$ cat src/rtl/vga_timing_pkg.sv
// VGA 640x480@60 timing constants and lock-state type.
// Shared by the timing generator and the sync receiver.
package vga_timing_pkg;

  localparam int VGA_H_ACTIVE = 640;
  localparam int VGA_H_FP     = 16;
  localparam int VGA_H_SYNC   = 96;
  localparam int VGA_H_BP     = 48;
  localparam int VGA_V_ACTIVE = 480;
  localparam int VGA_V_FP     = 10;
  localparam int VGA_V_SYNC   = 2;
  localparam int VGA_V_BP     = 33;
  localparam int VGA_SYNC_POL = 0;
  localparam int VGA_LOCK_FRAMES = 2;

  localparam int VGA_H_TOTAL =
    VGA_H_ACTIVE + VGA_H_FP + VGA_H_SYNC + VGA_H_BP;
  localparam int VGA_V_TOTAL =
    VGA_V_ACTIVE + VGA_V_FP + VGA_V_SYNC + VGA_V_BP;

  typedef enum logic [1:0] {
    SEARCH,
    ACQUIRE,
    LOCKED
  } lock_state_t;

endpackage

$ cat src/rtl/sync_edge_det.sv
// Sync input conditioner: 2-flop synchronizer, polarity
// normalisation and pix_en-qualified leading-edge pulse.
import vga_timing_pkg::*;

module sync_edge_det #(
  parameter int POL = VGA_SYNC_POL
) (
  input  logic clk,
  input  logic reset,
  input  logic pix_en,
  input  logic sync_in,
  output logic lead
);

  localparam logic ACT = logic'(POL != 0);

  logic asrt;
  logic s1;
  logic s2;
  logic prev;

  assign asrt = ~(sync_in ^ ACT);

  // Synchronize the asserted-high level; history updates on pix_en
  always_ff @(posedge clk or negedge reset) begin
    if (!reset) begin
      s1   <= 1'b0;
      s2   <= 1'b0;
      prev <= 1'b0;
    end else begin
      s1 <= asrt;
      s2 <= s1;
      if (pix_en) prev <= s2;
    end
  end

  assign lead = pix_en & s2 & ~prev;

endmodule

$ cat src/rtl/vga_sync_receiver.sv
// Recovers x/y/de from hsync/vsync, checks line and frame
// lengths and tracks lock against the expected timing.
import vga_timing_pkg::*;

module vga_sync_receiver #(
  parameter int H_ACTIVE    = VGA_H_ACTIVE,
  parameter int H_FP        = VGA_H_FP,
  parameter int H_SYNC      = VGA_H_SYNC,
  parameter int H_BP        = VGA_H_BP,
  parameter int V_ACTIVE    = VGA_V_ACTIVE,
  parameter int V_FP        = VGA_V_FP,
  parameter int V_SYNC      = VGA_V_SYNC,
  parameter int V_BP        = VGA_V_BP,
  parameter int SYNC_POL    = VGA_SYNC_POL,
  parameter int LOCK_FRAMES = VGA_LOCK_FRAMES
) (
  input  logic       clk,
  input  logic       reset,
  input  logic       pix_en,
  input  logic       hsync_in,
  input  logic       vsync_in,
  input  logic       err_clr,
  output logic [9:0] x,
  output logic [9:0] y,
  output logic       de,
  output logic       frame_start,
  output logic       locked,
  output logic       err_h,
  output logic       err_v
);

  localparam int H_TOTAL = H_ACTIVE + H_FP + H_SYNC + H_BP;
  localparam int V_TOTAL = V_ACTIVE + V_FP + V_SYNC + V_BP;

  localparam logic [10:0] H_TOT_W = 11'(H_TOTAL);
  localparam logic [10:0] V_TOT_W = 11'(V_TOTAL);

  localparam logic [9:0] H_LO = 10'(H_SYNC + H_BP);
  localparam logic [9:0] H_HI = 10'(H_SYNC + H_BP + H_ACTIVE - 1);
  localparam logic [9:0] V_LO = 10'(V_SYNC + V_BP);
  localparam logic [9:0] V_HI = 10'(V_SYNC + V_BP + V_ACTIVE - 1);

  localparam logic [9:0] CNT_MAX  = 10'd1023;
  localparam logic [3:0] LOCK_TGT = 4'(LOCK_FRAMES);

  logic        hs_edge;
  logic        vs_edge;

  logic [9:0]  h_cnt;
  logic [9:0]  v_cnt;
  logic [9:0]  h_nxt;
  logic [9:0]  v_nxt;
  logic        vs_pend;
  logic        vs_pend_nxt;

  logic        h_err;
  logic        v_err;
  logic        frame_evt;

  lock_state_t state;
  lock_state_t state_nxt;
  logic [3:0]  good_cnt;
  logic [3:0]  good_nxt;

  logic        h_act;
  logic        v_act;
  logic        act;
  logic        origin;
  logic        tracking;

  sync_edge_det #(
    .POL(SYNC_POL)
  ) u_hs (
    .clk    (clk),
    .reset  (reset),
    .pix_en (pix_en),
    .sync_in(hsync_in),
    .lead   (hs_edge)
  );

  sync_edge_det #(
    .POL(SYNC_POL)
  ) u_vs (
    .clk    (clk),
    .reset  (reset),
    .pix_en (pix_en),
    .sync_in(vsync_in),
    .lead   (vs_edge)
  );

  // Next counts, length checks and the vs-aligned frame event
  always_comb begin
    h_nxt       = h_cnt;
    v_nxt       = v_cnt;
    vs_pend_nxt = vs_pend;
    h_err       = 1'b0;
    v_err       = 1'b0;
    frame_evt   = 1'b0;
    if (pix_en) begin
      if (hs_edge) begin
        h_nxt = '0;
        h_err = ({1'b0, h_cnt} + 11'd1) != H_TOT_W;
        if (vs_edge || vs_pend) begin
          v_nxt       = '0;
          vs_pend_nxt = 1'b0;
          frame_evt   = 1'b1;
          v_err = ({1'b0, v_cnt} + 11'd1) != V_TOT_W;
        end else if (v_cnt != CNT_MAX) begin
          v_nxt = v_cnt + 10'd1;
          v_err = (v_nxt == CNT_MAX);
        end
      end else begin
        if (h_cnt != CNT_MAX) begin
          h_nxt = h_cnt + 10'd1;
          h_err = (h_nxt == CNT_MAX);
        end
        if (vs_edge) vs_pend_nxt = 1'b1;
      end
    end
  end

  // Lock FSM: frames are delimited by the vs-aligned v reset
  always_comb begin
    state_nxt = state;
    good_nxt  = good_cnt;
    unique case (state)
      SEARCH: begin
        if (frame_evt) begin
          state_nxt = ACQUIRE;
          good_nxt  = '0;
        end
      end
      ACQUIRE: begin
        if (h_err || v_err) begin
          state_nxt = SEARCH;
        end else if (frame_evt) begin
          good_nxt = good_cnt + 4'd1;
          if (good_nxt >= LOCK_TGT) state_nxt = LOCKED;
        end
      end
      LOCKED: begin
        if (h_err || v_err) state_nxt = SEARCH;
      end
      default: state_nxt = SEARCH;
    endcase
  end

  // Counter and FSM state registers
  always_ff @(posedge clk or negedge reset) begin
    if (!reset) begin
      h_cnt    <= '0;
      v_cnt    <= '0;
      vs_pend  <= 1'b0;
      state    <= SEARCH;
      good_cnt <= '0;
    end else begin
      h_cnt    <= h_nxt;
      v_cnt    <= v_nxt;
      vs_pend  <= vs_pend_nxt;
      state    <= state_nxt;
      good_cnt <= good_nxt;
    end
  end

  assign tracking = (state != SEARCH);
  assign locked   = (state == LOCKED);

  // Sticky error flags; a new error beats a clear
  always_ff @(posedge clk or negedge reset) begin
    if (!reset) begin
      err_h <= 1'b0;
      err_v <= 1'b0;
    end else begin
      if (h_err && tracking) err_h <= 1'b1;
      else if (err_clr)      err_h <= 1'b0;
      if (v_err && tracking) err_v <= 1'b1;
      else if (err_clr)      err_v <= 1'b0;
    end
  end

  assign h_act  = (h_nxt >= H_LO) && (h_nxt <= H_HI);
  assign v_act  = (v_nxt >= V_LO) && (v_nxt <= V_HI);
  assign act    = h_act && v_act;
  assign origin = (h_nxt == H_LO) && (v_nxt == V_LO);

  // Registered pixel outputs from the counts of this pix_en
  always_ff @(posedge clk or negedge reset) begin
    if (!reset) begin
      x           <= '0;
      y           <= '0;
      de          <= 1'b0;
      frame_start <= 1'b0;
    end else begin
      frame_start <= pix_en && origin;
      if (pix_en) begin
        x  <= act ? (h_nxt - H_LO) : '0;
        y  <= act ? (v_nxt - V_LO) : '0;
        de <= act && (state_nxt == LOCKED);
      end
    end
  end

endmodule

$ cat config.mk
export PLATFORM = sky130hd
export DESIGN_NAME = vga_sync_receiver
export DESIGN_NICKNAME = d
export VERILOG_FILES = /design/src/rtl/vga_timing_pkg.sv /design/src/rtl/sync_edge_det.sv /design/src/rtl/vga_sync_receiver.sv
export SDC_FILE = /design/constraint.sdc
export NUM_CORES = 1
export LEC_CHECK = 0
export BUFFER_PORTS_ARGS = -buffer_cell sky130_fd_sc_hd__clkbuf_2
export CAP_MARGIN = 20
export CORE_MARGIN = 5
export CORE_UTILIZATION = 53
export CTS_CLUSTER_DIAMETER = 30
export DETAILED_ROUTE_END_ITERATION = 6
export PLACE_DENSITY = 0.72
export SLEW_MARGIN = 10
export SYNTH_ARGS = -nofsm -noshare
export SYNTH_HDL_FRONTEND = slang
export SYNTH_SLANG_ARGS = --single-unit
$ cat constraint.sdc
create_clock -name clk -period 4 [get_ports clk]
set_input_delay 0.4 -clock clk [delete_from_list [all_inputs] [get_ports clk]]
set_output_delay 0.4 -clock clk [all_outputs]
set_load 0.02 [all_outputs]
Word level (Yosys, flattened, before mapping)
Index checks and enable logic that the tools add are counted.
{ "word_totals": {"register_bits": 57, "in_bits": 6, "output_inout_bits": 25, "elab_cells": 105} }
{ "op_classes": {"addsub": 7, "order_cmp": 5, "n_eq_ne": 15, "mux": 35, "bitwise": 8, "n_reduce_logical": 18} }
{ "op_table": {"columns": ["op", "n"], "rows": [
  ["$mux W10", 9],
  ["$add A10 B1 Y11 const B", 2],
  ["$ne A11 B10 Y1 const B", 2],
  ["$add A10 B1 Y10 const B", 2],
  ["$eq A10 B10 Y1 const B", 2],
  ["$le A10 B10 Y1 const B", 2],
  ["$ne A10 B10 Y1 const B", 2],
  ["$mux W1", 16],
  ["$mux W4", 3],
  ["$eq A10 B6 Y1 const B", 1],
  ["$eq A10 B8 Y1 const B", 1],
  ["$ge A10 B6 Y1 const B", 1],
  ["$ge A10 B8 Y1 const B", 1],
  ["$mux W2", 5],
  ["$reduce_bool A2 Y1", 5],
  ["$sub A10 B6 Y10 const B", 1],
  ["$sub A10 B8 Y10 const B", 1],
  ["$logic_and A1 B1 Y1", 8],
  ["$pmux W4 S2", 1],
  ["$ne A2 B2 Y1 const B", 3],
  ["$pmux W2 S3", 1],
  ["$add A4 B1 Y4 const B", 1],
  ["$and A1 B1 Y1", 4],
  ["$eq A2 B2 Y1 const B", 2],
  ["8 further kinds", 12]
]} }

Depth between registers and ports, before layout
{ "logic_depth": {"ltp_word": 11, "depth_mapped": 14, "depth_no_buf": 13} }

Modules after synthesis
From an unflattened synthesis, not the netlist that was laid out.
{ "unflattened": {"hier_cells": 446, "hier_area_um2": 4215.3} }
{ "by_module_without_submodules": {"columns": ["module", "n_inst", "cells_each", "area_per_inst_um2", "seq_area_each_um2"], "rows": [
  ["vga_sync_receiver", 1, 434, 4007.6, 1276.2],
  ["sync_edge_det", 2, 6, 103.8, 75.1]
]} }

Worst setup path after synthesis
OpenSTA, ideal clock, no wires.
{ "synth_timing": {"kind": "reg-to-reg", "startpoint": "register h_cnt[1]", "endpoint": "register x[5]", "setup_time_ns": 0.081, "arrival_time_ns": 3.147, "t_required_ns": 3.919, "slack_ns": 0.772, "stages_incl_launch_ff": 14, "path_buffers": 1, "synth_period_minus_slack_ns": 3.228, "path_cell_list": "dfrtp_1 ha_1 nand3_1 or3_1 a32oi_1 ha_1 inv_1 a2111oi_0 a41oi_1 o311a_1 a31oi_1 nand4_2 buf_6 o22ai_2"} }
{ "synth_between": {"elab_chain_len": 8, "word_cells_on_any_way": 11, "cone_classes": "add/sub (2); order compare (2); eq/ne (1); mux (4); reduce/logical (2)"} }
{ "synth_rtl": {"columns": ["element", "line_no", "source"], "rows": [
  ["start, declared", "vga_sync_receiver.sv:49", "logic [9:0] h_cnt;"],
  ["start signal, assigned", "vga_sync_receiver.sv:157", "h_cnt <= h_nxt;"],
  ["$add A10 B1 Y10 or $ne A10 B10 Y1 (tied branches)", "vga_sync_receiver.sv:114, vga_sync_receiver.sv:113", null],
  ["$mux W10", "vga_sync_receiver.sv:113", "if (h_cnt != CNT_MAX) begin"],
  ["$mux W10", "vga_sync_receiver.sv:100", "if (hs_edge) begin"],
  ["$mux W10 *", "vga_sync_receiver.sv:99", "if (pix_en) begin"],
  ["$ge A10 B8 Y1 or $le A10 B10 Y1 (tied branches)", "vga_sync_receiver.sv:181", "assign h_act = (h_nxt >= H_LO) && (h_nxt <= H_HI);"],
  ["$logic_and A1 B1 Y1", "vga_sync_receiver.sv:181", null],
  ["$logic_and A1 B1 Y1", "vga_sync_receiver.sv:183", "assign act = h_act && v_act;"],
  ["$mux W10 *", "vga_sync_receiver.sv:196", "x <= act ? (h_nxt - H_LO) : '0;"],
  ["end signal, assigned", "vga_sync_receiver.sv:196", null],
  ["end, declared", "vga_sync_receiver.sv:23", "output logic [9:0] x,"]
]} }
Every way passes the cells marked *; elsewhere a longest branch is shown, timed or not.
A chain may end at the register's enable or synchronous reset.

Worst setup path after layout
{ "layout_timing": {"startpoint": "register h_cnt[0]", "endpoint": "register y[5]"} }
{ "layout_between": {"elab_chain_len": 8, "word_cells_on_any_way": 10, "cone_classes": "add/sub (1); order compare (2); eq/ne (1); mux (4); reduce/logical (2)"} }
{ "layout_rtl": {"columns": ["element", "line_no", "source"], "rows": [
  ["$add A10 B1 Y10 or $ne A10 B10 Y1 (tied branches)", "vga_sync_receiver.sv:114, vga_sync_receiver.sv:113", null],
  ["$mux W10", "vga_sync_receiver.sv:113", null],
  ["$mux W10", "vga_sync_receiver.sv:100", null],
  ["$mux W10 *", "vga_sync_receiver.sv:99", null],
  ["$ge A10 B8 Y1 or $le A10 B10 Y1 (tied branches)", "vga_sync_receiver.sv:181", null],
  ["$logic_and A1 B1 Y1 *", "vga_sync_receiver.sv:181", null],
  ["$logic_and A1 B1 Y1 *", "vga_sync_receiver.sv:183", null],
  ["$mux W10 *", "vga_sync_receiver.sv:197", "y <= act ? (v_nxt - V_LO) : '0;"],
  ["end signal, assigned", "vga_sync_receiver.sv:197", null],
  ["end, declared", "vga_sync_receiver.sv:24", "output logic [9:0] y,"]
]} }
Marks and branches as above.

==> run summary <==
At the worst endpoint, the arrival time is 3930 ps. Setup repair after global routing left no endpoint under its margin. The post-synthesis register bit count came out at 57. The worst setup path is captured at a register. The run gives 53.3% as the relative max-transition margin. The area growth from synthesis to layout was 12.7%; the number of routed nets with antenna violations was 0. In this run, synthesis inferred 0 flip-flops with an integrated enable.

Maximum VDD drop: 0.000259 V. The first detailed-routing pass ran for 5 iterations. Entering global routing, the biggest net connects 58 pins. The wire length of the first global-routing pass came out at 14,800 um. The critical register-to-register path startpoint was h_cnt[0]. The most used flip-flop cell after synthesis is dfrtp_1. Root buffer cell: clkbuf_8.

For the pin with the worst max-slew slack, the measured transition is 701 ps. For this run, asynchronously set or reset flops after synthesis account for 100%. The hold violation count in the final report was 0. Element type at the critical path start: a register. The run gives 4250 ps as the data required time at the worst endpoint.

Max-cap violations in this run came to 0. For this run, design rule violations remaining after detail routing come to 0. For the filler cell count, the log shows 564. Dividing the final minimum period by the clock period gives 92.0%. The type of the worst setup path is register to register. The number of top-level pins is 31. The area inside the core boundary was 0.00679 mm^2. The top cell types in the final layout, fill and taps aside, are dfrtp_1 (57), inv_1 (44), clkbuf_2 (30), nor2_1 (23), nand2_1 (23). Global routing finished with a remaining overflow of 0. Subtracting the final worst setup slack from the clock period gives 3680 ps. In this run the number of H-tree levels came out at 3.

The run gives 0.00874 mm^2 as the total die area. The clock network is responsible for 35.8% of the overall power. Synthesis produced 399 cells. The number of violations reported at the end of detailed-routing iteration 0 came out at 203.

The library cell used most frequently in the layout, excluding fill and tap cells, is dfrtp_1. TritonCTS built the clock tree. Buffers inserted to repair hold after CTS numbered 0. Clock latency on the worst-skew pair, taken at its later pin, is 330 ps. Counting along the longest clock path gives a buffer depth of 2.

Of the total power, the share spent switching nets is 31.4%. For the internal portion of total power, the log shows 0.00113 W. The synthesized netlist occupies a cell area of 0.00369 mm^2. Of the total power, registers draw 43.5%.

The total negative setup slack is 0 ps. For the worst flop-to-flop path, the logic depth is 13. The run finished with clean final reports.

For this run, the number of standard cells in the final layout without fillers is 531. At the end of routability-driven placement, the weighted congestion stood at 0.964. The count of buffers from port buffering was 30.

The tools report the number of warning messages in the yosys log as 0. Synthesis instantiated 62 different standard cells from the library. The wire-length estimate of the detail-placed layout is 6160 um.

The met2 layer usage reported by global route was 36.3%; the count of standard-cell rows was 30. The repair_antennas step left the layout with diodes totalling 0. The average detailed-routed wire length per instance is 16.0 um, and the net switching power is 0.000519 W. The tools report the reg-to-reg endpoint as y[5].

Die boundary height: 93.5 um. Across the routed clock network, the largest skew measured is 7.34 ps. The static leakage power was 1.82 nW. The run gives 272 MHz as the highest clock rate. In the final design database the tool counted 448 nets.

The slack of the worst reg-to-reg path was 320 ps; the area of all sequential standard cells was 0.00143 mm^2. Hold is met by 201 ps. The number of nets in the synthesized netlist is 417. Global routing used 25.8% of the available met1 tracks. Fraction of final layout cells sized beyond drive strength 1: 20.7%. The layer flagged by global routing as most heavily used is met2. The number of antenna violations at the first check in global routing is 0. For the number of buffers created by CTS, the log shows 9. The logs give 54.3% for the initial core utilization and 515 for the placed instance count. From left edge to right edge, the die measures 93.5 um. The path class of the tightest hold or removal check is primary input to async pin. Power spread over the standard cell area amounts to 397 mW/mm^2.

The tools report the met3 usage in global routing as 4.75%. The total wire length is 8470 um, and the vias after detailed routing is 3,102. The synthesized area divided by synthesized cell count was 9.25 um^2.

The clock net in this run drives a total of 57 sinks. Using the TritonRoute via totals, the vias-per-cell ratio works out to 5.84. Clock-pin slew was measured on the worst setup and hold paths at 60 ps.

For the number of pins with negative max-slew slack in the final report, the log shows 0. The critical-path maximum fanout works out to 8. The multi-input logic area was 0.00200 mm^2; the sequential-to-total area share from yosys stat was 38.6%.

Across every metal layer, demand over resource in global routing totals 21.0%. The run gives 0 as the number of setup violations in the final report. The proportion of power drawn by combinational gates came out at 20.7%. The number of global-route vias before repair came out at 3,080.
-- registers in the layout, indices dropped and copies added, names as in the netlist, 2 cells and up --
register  count
y            10
v_cnt        10
x            10
good_cnt      4
state         2
h_cnt        10
-- routing by layer --
metal  vias to the layer above  part of all wire, %
met4                         0                  1.7
met3                        15                  4.4
met1                      1509                   42
li1                       1505                    -
met5                         -                    0
met2                        73                   51
-- cells by family after synthesis --
| family | Yosys count | synth area share, % |
|---|---|---|
| fa+ha+maj | 12 | 4.07 |
| compound gates | 92 | 20.8 |
| simple gates | 144 | 21.9 |
| xor+xnor | 23 | 5.46 |
| buf+inv | 65 | 7.39 |
| mux | 6 | 1.73 |
| flops | 57 | 38.6 |
-- cell usage after synthesis (all sizes together), types with 3 or more instances --
master  count  area, um^2
dfrtp      57        1430
inv        44         165
nor2       24        92.6
nand2      23        86.3
a21oi      22         114
nand3      22         110
o22ai      22         263
nor3       15        75.1
xnor2      15         131
clkbuf     12        45.0
ha         12         150
nand4      10        83.8
and3        9        56.3
buf         9        62.6
xor2        8        70.1
a211oi      6        50.1
a31oi       6        43.8
and2        6        37.5
o21ai       6        30.0
and4        5        43.8
or3         5        36.3
or4         5        41.3
nand2b      4        25.0
nor2b       4        25.0
o31ai       4        30.0
a32oi       3        26.3
mux2        3        33.8
mux2i       3        30.0
nor3b       3        22.5
nor4b       3        26.3
o211ai      3        22.5
-- through the flow --
| step | utilization, % | cell area, um^2 | total power (W) | setup slack, ps |
|---|---|---|---|---|
| floorplan | - | 3690 | 0.000970 | 772 |
| global placement | 58.0 | 3940 | 0.00106 | 475 |
| detailed placement | 58.0 | 3940 | 0.00107 | 295 |
| CTS | 61.2 | 4160 | 0.00166 | 249 |
| global route | 61.3 | 4160 | 0.00175 | 53.4 |
| finish | 61.3 | 4160 | 0.00165 | 319 |
-- worst max-delay path, stage by stage (launching register included) --
cell	delay [ps]
dfrtp_1	430
ha_1	280
nand3_1	220
or3_4	480
a32oi_1	260
ha_1	190
inv_1	30
a2111oi_0	320
a41oi_1	180
o311a_1	320
a31oi_1	180
nand4_2	280
buf_4	290
o22ai_2	120
-- power by group through the flow --
stage               clock (W)  combinational (W)  sequential (W)
floorplan                   0           0.000284        0.000686
global route         0.000636           0.000386        0.000731
detailed placement          0           0.000340        0.000727
global placement            0           0.000335        0.000725
finish               0.000591           0.000342        0.000720
CTS                  0.000605           0.000342        0.000717
-- area by class of cell --
class                      count  share of cell area, %
sequential                    57                   34.3
inverter                      44                   3.97
timing repair buffer          41                   5.59
clock buffer                  11                   3.40
multi-input combinational    277                   48.0
clock inverter                 5                   1.89
tap                           96                   2.89
-- repair_timing --
item / CTS / global route
resized for setup: 0 / 1
endpoints found under the setup margin: 0 / 11
hold endpoints to repair: 0 / 0
setup buffers: 0 / 0
-- worst max path at each step --
stage | start | endpoint | slack, ps | depth (start not counted)
2_1_floorplan | h_cnt[1] | x[5] | 770 | 13
3_3_place_gp | h_cnt[1] | x[1] | 480 | 13
3_5_place_dp | h_cnt[0] | y[5] | 290 | 13
4_1_cts | h_cnt[0] | y[5] | 250 | 13
5_1_grt | h_cnt[1] | y[6] | 50 | 13
6_report | h_cnt[0] | y[5] | 320 | 13
(Power assumes the default switching activity.)
